### src/rtl/capture_mc.sv
// capture_mc: multi-channel pulse-timing capture.
// Measures high time, low time and period (in clk cycles) of NUM_CH
// asynchronous inputs and publishes one result word at a time on a shared
// output register, chosen round-robin among channels with a pending result.
//
// Ports:
//   clk        system clock, all logic on the rising edge
//   rst        asynchronous, active-high reset
//   signal_in  [NUM_CH] asynchronous inputs, bit i = channel i
//   ch_en      [NUM_CH] per-channel enable; 0 idles the channel and drops
//              its pending result
//   res_valid  result word present
//   res_ready  consumer accepts the word
//   res_ch     channel index of the word
//   res_high   high-level cycles
//   res_low    low-level cycles
//   res_period res_high + res_low, saturated
//   res_flags  [2]=overrun, [1]=timeout, [0]=stuck level (meaningful with [1])
//
// Handshake: a word transfers on every rising clk edge where
// res_valid & res_ready. While res_valid=1 and res_ready=0 all res_* hold
// their value, and res_valid only falls after a transfer (or reset).
module capture_mc #(
  parameter int     NUM_CH  = 4,
  parameter int     CNT_W   = 32,
  parameter longint TIMEOUT = 50000000,
  localparam int    CH_W    = (NUM_CH > 1) ? $clog2(NUM_CH) : 1
) (
  input  logic              clk,
  input  logic              rst,
  input  logic [NUM_CH-1:0] signal_in,
  input  logic [NUM_CH-1:0] ch_en,
  output logic              res_valid,
  input  logic              res_ready,
  output logic [CH_W-1:0]   res_ch,
  output logic [CNT_W-1:0]  res_high,
  output logic [CNT_W-1:0]  res_low,
  output logic [CNT_W-1:0]  res_period,
  output logic [2:0]        res_flags
);

  localparam logic [CNT_W-1:0] TO_VAL = CNT_W'(TIMEOUT);
  localparam bit               TO_EN  = (TIMEOUT != 0);

  typedef enum logic [1:0] {
    ST_IDLE = 2'd0,
    ST_HIGH = 2'd1,
    ST_LOW  = 2'd2
  } ch_state_t;

  function automatic logic [CNT_W-1:0] sat_inc(input logic [CNT_W-1:0] v);
    return (v == '1) ? v : v + CNT_W'(1);
  endfunction

  // Sum is formed one bit wider so a carry-out can be clamped to all-ones.
  function automatic logic [CNT_W-1:0] sat_add(input logic [CNT_W-1:0] a,
                                               input logic [CNT_W-1:0] b);
    logic [CNT_W:0] s;
    s = {1'b0, a} + {1'b0, b};
    return s[CNT_W] ? '1 : s[CNT_W-1:0];
  endfunction

  // Synchronizer and edge detect
  logic [NUM_CH-1:0] sync0, sync1, prev_lvl, rise, fall;

  always_ff @(posedge clk or posedge rst) begin
    if (rst) begin
      sync0    <= '0;
      sync1    <= '0;
      prev_lvl <= '0;
    end else begin
      sync0    <= signal_in;
      sync1    <= sync0;
      prev_lvl <= sync1;
    end
  end

  assign rise = sync1 & ~prev_lvl;
  assign fall = ~sync1 & prev_lvl;

  // Per-channel measurement FSMs (ch_state is the observable state vector)
  ch_state_t        ch_state    [NUM_CH];
  ch_state_t        ch_state_nx [NUM_CH];
  logic [CNT_W-1:0] hcnt        [NUM_CH];
  logic [CNT_W-1:0] hcnt_nx     [NUM_CH];
  logic [CNT_W-1:0] lcnt        [NUM_CH];
  logic [CNT_W-1:0] lcnt_nx     [NUM_CH];
  logic [CNT_W-1:0] hold_high   [NUM_CH];
  logic [CNT_W-1:0] hold_nx     [NUM_CH];

  logic [NUM_CH-1:0] emit, emit_to, emit_lvl;
  logic [CNT_W-1:0]  emit_high   [NUM_CH];
  logic [CNT_W-1:0]  emit_low    [NUM_CH];
  logic [CNT_W-1:0]  emit_period [NUM_CH];

  always_ff @(posedge clk or posedge rst) begin
    if (rst) begin
      for (int i = 0; i < NUM_CH; i++) begin
        ch_state[i]  <= ST_IDLE;
        hcnt[i]      <= '0;
        lcnt[i]      <= '0;
        hold_high[i] <= '0;
      end
    end else begin
      for (int i = 0; i < NUM_CH; i++) begin
        ch_state[i]  <= ch_state_nx[i];
        hcnt[i]      <= hcnt_nx[i];
        lcnt[i]      <= lcnt_nx[i];
        hold_high[i] <= hold_nx[i];
      end
    end
  end

  always_comb begin
    for (int i = 0; i < NUM_CH; i++) begin
      ch_state_nx[i] = ch_state[i];
      hcnt_nx[i]     = hcnt[i];
      lcnt_nx[i]     = lcnt[i];
      hold_nx[i]     = hold_high[i];
      emit[i]        = 1'b0;
      emit_to[i]     = 1'b0;
      emit_lvl[i]    = 1'b0;
      emit_high[i]   = hold_high[i];
      emit_low[i]    = lcnt[i];
      emit_period[i] = sat_add(hold_high[i], lcnt[i]);
      if (!ch_en[i]) begin
        ch_state_nx[i] = ST_IDLE;
        hcnt_nx[i]     = '0;
        lcnt_nx[i]     = '0;
        hold_nx[i]     = '0;
      end else begin
        case (ch_state[i])
          // Falls are ignored here: a measurement always opens on a rise.
          ST_IDLE: begin
            if (rise[i]) begin
              ch_state_nx[i] = ST_HIGH;
              hcnt_nx[i]     = CNT_W'(1);
            end
          end
          // An edge in the same cycle takes priority over the timeout.
          ST_HIGH: begin
            if (fall[i]) begin
              ch_state_nx[i] = ST_LOW;
              hold_nx[i]     = hcnt[i];
              lcnt_nx[i]     = CNT_W'(1);
            end else if (TO_EN && hcnt[i] == TO_VAL) begin
              emit[i]        = 1'b1;
              emit_to[i]     = 1'b1;
              emit_lvl[i]    = sync1[i];
              emit_high[i]   = hcnt[i];
              emit_low[i]    = '0;
              emit_period[i] = '0;
              ch_state_nx[i] = ST_IDLE;
              hcnt_nx[i]     = '0;
              lcnt_nx[i]     = '0;
              hold_nx[i]     = '0;
            end else begin
              hcnt_nx[i] = sat_inc(hcnt[i]);
            end
          end
          ST_LOW: begin
            if (rise[i]) begin
              emit[i]        = 1'b1;
              ch_state_nx[i] = ST_HIGH;
              hcnt_nx[i]     = CNT_W'(1);
            end else if (TO_EN && lcnt[i] == TO_VAL) begin
              emit[i]        = 1'b1;
              emit_to[i]     = 1'b1;
              emit_lvl[i]    = sync1[i];
              emit_period[i] = '0;
              ch_state_nx[i] = ST_IDLE;
              hcnt_nx[i]     = '0;
              lcnt_nx[i]     = '0;
              hold_nx[i]     = '0;
            end else begin
              lcnt_nx[i] = sat_inc(lcnt[i]);
            end
          end
          default: ch_state_nx[i] = ST_IDLE;
        endcase
      end
    end
  end

  // Round-robin arbiter over pending slots
  logic [NUM_CH-1:0] pend_valid, req, taken;
  logic [CNT_W-1:0]  pend_high   [NUM_CH];
  logic [CNT_W-1:0]  pend_low    [NUM_CH];
  logic [CNT_W-1:0]  pend_period [NUM_CH];
  logic [2:0]        pend_flags  [NUM_CH];

  logic            load, take, grant_valid;
  logic [CH_W-1:0] grant_idx, rr_ptr, scan_idx;
  logic [CH_W:0]   scan;

  assign req  = pend_valid & ch_en;
  assign load = ~res_valid | res_ready;
  assign take = load & grant_valid;

  always_comb begin
    grant_valid = 1'b0;
    grant_idx   = '0;
    scan        = '0;
    scan_idx    = '0;
    for (int k = 0; k < NUM_CH; k++) begin
      scan = {1'b0, rr_ptr} + (CH_W+1)'(k);
      if (scan >= (CH_W+1)'(NUM_CH)) scan = scan - (CH_W+1)'(NUM_CH);
      scan_idx = scan[CH_W-1:0];
      if (!grant_valid && req[scan_idx]) begin
        grant_valid = 1'b1;
        grant_idx   = scan_idx;
      end
    end
  end

  always_comb begin
    taken = '0;
    if (take) taken[grant_idx] = 1'b1;
  end

  // Pending slots: a new result overwrites an undrained one and marks overrun.
  always_ff @(posedge clk or posedge rst) begin
    if (rst) begin
      pend_valid <= '0;
      for (int i = 0; i < NUM_CH; i++) begin
        pend_high[i]   <= '0;
        pend_low[i]    <= '0;
        pend_period[i] <= '0;
        pend_flags[i]  <= '0;
      end
    end else begin
      for (int i = 0; i < NUM_CH; i++) begin
        if (!ch_en[i]) begin
          pend_valid[i] <= 1'b0;
        end else if (emit[i]) begin
          pend_valid[i]  <= 1'b1;
          pend_high[i]   <= emit_high[i];
          pend_low[i]    <= emit_low[i];
          pend_period[i] <= emit_period[i];
          pend_flags[i]  <= {pend_valid[i] & ~taken[i], emit_to[i], emit_lvl[i]};
        end else if (taken[i]) begin
          pend_valid[i] <= 1'b0;
        end
      end
    end
  end

  // Output register
  always_ff @(posedge clk or posedge rst) begin
    if (rst) begin
      res_valid  <= 1'b0;
      res_ch     <= '0;
      res_high   <= '0;
      res_low    <= '0;
      res_period <= '0;
      res_flags  <= '0;
      rr_ptr     <= '0;
    end else if (load) begin
      res_valid <= grant_valid;
      if (grant_valid) begin
        res_ch     <= grant_idx;
        res_high   <= pend_high[grant_idx];
        res_low    <= pend_low[grant_idx];
        res_period <= pend_period[grant_idx];
        res_flags  <= pend_flags[grant_idx];
        rr_ptr     <= (grant_idx == CH_W'(NUM_CH - 1)) ? '0 : grant_idx + CH_W'(1);
      end
    end
  end

endmodule

### config.mk
export PLATFORM = sky130hd
export DESIGN_NAME = capture_mc
export DESIGN_NICKNAME = d
export VERILOG_FILES = /design/src/rtl/capture_mc.sv
export SDC_FILE = /design/constraint.sdc
export NUM_CORES = 2
export LEC_CHECK = 0
export ABC_CLOCK_PERIOD_IN_PS = 28900
export BUFFER_PORTS_ARGS = -buffer_cell sky130_fd_sc_hd__clkbuf_2
export CORE_MARGIN = 2
export CORE_UTILIZATION = 40
export CTS_CLUSTER_DIAMETER = 40
export DETAILED_ROUTE_END_ITERATION = 10
export GPL_ROUTABILITY_DRIVEN = 1
export PLACE_DENSITY_LB_ADDON = 0.25
export SKIP_LAST_GASP = 1
export SLEW_MARGIN = 10
export SYNTH_ARGS = -nofsm -noshare
export SYNTH_HDL_FRONTEND = slang
export SYNTH_SLANG_ARGS = --single-unit
### constraint.sdc
create_clock -name clk -period 28.9 [get_ports clk]
set_clock_uncertainty 0.2 [all_clocks]
set_input_delay 4.335 -clock clk [delete_from_list [all_inputs] [get_ports clk]]
set_output_delay 4.335 -clock clk [all_outputs]
set_load 0.02 [all_outputs]
==> reports/summary.md <==
## Layout
* **Core Util, Final** 46.4%
* **area added between synthesis and finish** 14.9%
* **fill cell instance count of the final layout** 12100
* **multi-input combinational cell area** 25600 um2
* **area taken by flip-flops and latches** 22700 um2
* **leading cell type in the layout, fill and taps excluded** sky130_fd_sc_hd__nand2_1
* **commonest non-fill, non-tap cells in the layout** sky130_fd_sc_hd__nand2_1 (1809), sky130_fd_sc_hd__o21ai_0 (995), sky130_fd_sc_hd__dfrtp_1 (908), sky130_fd_sc_hd__nand3_1 (366), sky130_fd_sc_hd__nor2_1 (354)
* **Final Non-Filler Cells** 7990
* **net count of the finished layout** 6391
* **fraction of layout instances using a drive strength above 1** 8.59%

## Routing
* **Avg WL per Cell** 23.4 um
* **total iterations of the first detailed-routing run** 8
* **DRT iter0 DRCs** 5339
* **remaining routing DRC violations** 0
* **sum of routed wire length over all layers** 187000 um
* **routed via count** 46800
* **DRT antenna net count** 0
* **average via count per standard cell** 5.85

## Clock network
* **CTS max path bufs** 3
* **TritonCTS clock tree** yes
* **H-tree Lvls** 4
* **clock slew at the register clock pins of the worst setup and hold paths** 0.06 ns
* **number of hold-repair buffers added at the cts stage** 0
* **CTS-repair resized insts** 0
* **clock network latency to the later pin of the worst-skew pair** 0.80 ns
* **number of CTS-inserted buffers** 158
* **setup bufs post-CTS** 0
* **number of clock sinks** 908
* **Root Buffer** sky130_fd_sc_hd__clkbuf_16

## Global routing
* **pin count of the biggest net entering global routing** 172
* **aggregate global-route resource usage** 29.1%
* **number of antenna violations at the first check in global routing** 16
* **number of global-route vias before repair** 42800
* **leftover overflow at the end of global routing** 0
* **wire length of the first global-routing pass** 280000 um

## Run
* **max capacitance violation total** 0

## Floorplan
* **effective utilization at floorplan** 40.4%
* **width of the chip** 358 um
* **overall die area** 128000 um2
* **I/O pin cnt** 113
* **Cell Rows** 129
* **Core Region** 124000 um2
* **die span in y** 358 um

## Timing
* **post-layout minimum cycle time** 8.18 ns
* **final-report max-slew violation count** 0
* **worst hold slack after final layout** 0.139 ns
* **number of failing hold endpoints at the final stage** 0
* **number of setup violations in the final report** 0
* **TNS Setup** 0 ns
* **RSZ-0062 raised after global routing** no
* **worst slew slack as a fraction of its limit** 15.6%
* **portion of the clock cycle consumed by the worst path in the final layout** 28.3%
* **maximum clock rate** 0.122 GHz
* **slew at the pin closest to its max-slew limit** 1.26 ns

## Synth
* **ys flop type** sky130_fd_sc_hd__dfrtp_1
* **post-synthesis instance total** 6256
* **Yosys warning count** 0
* **number of synthesized register bits** 908
* **post-synthesis compound-gate area fraction** 17.9%
* **xor/xnor share of the synthesized area** 2.15%
* **share of cell area taken by muxes after synthesis** 0.285%
* **post-synth net total** 6435
* **number of synthesized flops with an enable pin** 0
* **register area share after synthesis** 45.4%
* **syn_area_per_cell** 7.99 um2
* **mapped cell area** 50000 um2
* **number of distinct library cell variants in the gate-level netlist after synthesis** 103
* **proportion of synthesized flip-flops having asynchronous set or reset** 100%
* **post-synthesis adder-cell area fraction** 4.26%
* **simple logic cell fraction of the synthesized area** 26.3%
* **combinational family with the most area after synthesis** simple AND/OR/NAND/NOR gates

## Place
* **HPWL after DPL** 136000 um
* **Post-Place Cells** 7689
* **weighted congestion at the end of routability-driven global placement** 0.963
* **# port buffers** 112

## Setup path
* **startpoint-to-endpoint class of the critical path** input pin to register
* **FF-to-FF setup slack** 24.10 ns
* **Worst Path Required** 29.40 ns
* **buffers and inverters on the worst path** 4
* **launch point of the worst reg-to-reg path** lcnt[64]
* **maximum fanout along the worst path** 95
* **data arrival time of the critical path** 8.68 ns
* **kind of start point of the critical path** input pin
* **cell with the largest stage delay on the worst path** sky130_fd_sc_hd__inv_6
* **CP Depth** 11
* **capture instance of the worst register-to-register path** pend_period[95]
* **origin of the worst setup path** ch_en[3]
* **endpoint type of the worst setup path** register
* **largest stage delay on the critical path** 0.74 ns
* **Largest delay share family, worst path** buffers and inverters
* **number of cells on the worst reg-to-reg path** 12
* **crit path capture** res_period[5]
* **critical-path cell list** clkbuf_2, and2_1, a31oi_1, or3_4, inv_6, buf_4, buf_4, nand2_1, nand2_1, o21ai_0, o21ai_0

## Power and ir drop
* **total power divided by cell area** 61.8 nW/um2
* **VDD IR-drop max** 0.0000640 V
* **Lkg Pwr** 26.1 nW

## Hold path
* **hold crit path type** register to register

## Status
* **run status** finished, final reports clean

where the power goes:
group          internal (mW)  leakage (nW)  switching [mW]  total, mW
clock                   1.25          2.72           0.741       1.99
sequential              1.28          12.6          0.0192       1.30
combinational         0.0585          10.8           0.198      0.257
total                   2.59          26.1           0.958       3.55
Yosys cell counts, types with 7 or more instances:
| cell | n | area [um2] |
|---|---|---|
| sky130_fd_sc_hd__buf_1 | 19 | 71.3 |
| sky130_fd_sc_hd__nand2b_1 | 15 | 93.8 |
| sky130_fd_sc_hd__o41ai_1 | 11 | 96.3 |
| sky130_fd_sc_hd__or3_1 | 14 | 87.6 |
| sky130_fd_sc_hd__o21ai_0 | 996 | 4980 |
| sky130_fd_sc_hd__o211ai_1 | 16 | 120 |
| sky130_fd_sc_hd__a41oi_1 | 7 | 61.3 |
| sky130_fd_sc_hd__nor4b_1 | 19 | 166 |
| sky130_fd_sc_hd__o31ai_1 | 67 | 503 |
| sky130_fd_sc_hd__a221o_1 | 12 | 120 |
| sky130_fd_sc_hd__nand3_1 | 372 | 1860 |
| sky130_fd_sc_hd__and2_1 | 39 | 244 |
| sky130_fd_sc_hd__a211o_1 | 8 | 70.1 |
| sky130_fd_sc_hd__nor3_1 | 71 | 355 |
| sky130_fd_sc_hd__or2_2 | 12 | 75.1 |
| sky130_fd_sc_hd__nor4_1 | 32 | 200 |
| sky130_fd_sc_hd__mux2i_1 | 12 | 120 |
| sky130_fd_sc_hd__nor2b_1 | 43 | 269 |
| sky130_fd_sc_hd__o21ai_1 | 30 | 150 |
| sky130_fd_sc_hd__nand2_1 | 1809 | 6790 |
| sky130_fd_sc_hd__clkbuf_2 | 11 | 55.1 |
| sky130_fd_sc_hd__inv_1 | 78 | 293 |
| sky130_fd_sc_hd__xnor2_1 | 73 | 639 |
| sky130_fd_sc_hd__and3_1 | 75 | 469 |
| sky130_fd_sc_hd__clkbuf_1 | 303 | 1140 |
| sky130_fd_sc_hd__nor2_1 | 356 | 1340 |
| sky130_fd_sc_hd__a31oi_1 | 60 | 375 |
| sky130_fd_sc_hd__a21o_1 | 50 | 375 |
| sky130_fd_sc_hd__nand4_1 | 87 | 544 |
| sky130_fd_sc_hd__ha_1 | 164 | 2050 |
| sky130_fd_sc_hd__buf_2 | 31 | 155 |
| sky130_fd_sc_hd__and4_1 | 25 | 219 |
| sky130_fd_sc_hd__o21a_1 | 24 | 180 |
| sky130_fd_sc_hd__dfrtp_1 | 908 | 22700 |
| sky130_fd_sc_hd__a211oi_1 | 14 | 105 |
| sky130_fd_sc_hd__o21bai_1 | 17 | 128 |
| sky130_fd_sc_hd__a21oi_1 | 188 | 941 |
| sky130_fd_sc_hd__xor2_1 | 50 | 438 |
layout make-up:
type | count | area share, %
diodes | 5 | 0.0218
clock inverters | 116 | 2.67
flip-flops and latches | 908 | 39.6
repair buffers | 169 | 1.79
clock buffers | 180 | 7.22
well taps | 1637 | 3.57
multi-input cells | 4895 | 44.6
inverters | 80 | 0.538
flip-flops by register name, indices dropped and copies added (netlist names):
signal / count
sync1: 4
prev_lvl: 4
pend_high: 128
hcnt: 128
res_flags: 3
res_ch: 2
pend_low: 128
pend_flags: 12
res_period: 32
sync0: 4
ch_state: 8
pend_valid: 4
res_valid: 1
hold_high: 128
res_low: 32
rr_ptr: 2
lcnt: 128
pend_period: 128
res_high: 32
through the flow:
step	area, um2	setup slack, ns	power (mW)
floorplan	50000	11.87	1.50
global placement	51700	20.12	1.58
detailed placement	51700	20.04	1.58
CTS	57400	20.91	3.57
global route	57400	20.53	3.66
finish	57400	20.72	3.55
cells by family (layout without fill, tap and decap cells):
| group | count (synthesis) | in the layout |
|---|---|---|
| simple gates | 3017 | 3017 |
| compound gates | 1573 | 1573 |
| flops | 908 | 908 |
| buf+inv | 453 | 545 |
| fa+ha+maj | 168 | 168 |
| xor+xnor | 123 | 123 |
| mux | 14 | 14 |
| other cells | 0 | 5 |
routing by layer:
metal	GRT usage [%]	share of wire, %	up-vias
met4	10.3	3.5	12
met2	41.7	42	1998
met1	42.8	45	22800
met5	0	0.044	-
li1	-	-	21600
met3	6.39	8.9	310
how the worst min path moves through the flow:
stage	depth (start not counted)	endpoint	start	slack, ns
floorplan	0	sync1[0]	sync0[0]	0.13
global placement	0	sync1[0]	sync0[0]	0.13
detailed placement	0	sync1[0]	sync0[0]	0.13
CTS	0	sync1[0]	sync0[0]	0.14
global route	0	sync1[3]	sync0[3]	0.15
finish	0	sync1[0]	sync0[0]	0.14
No activity file was read; power rests on OpenSTA's default activity.
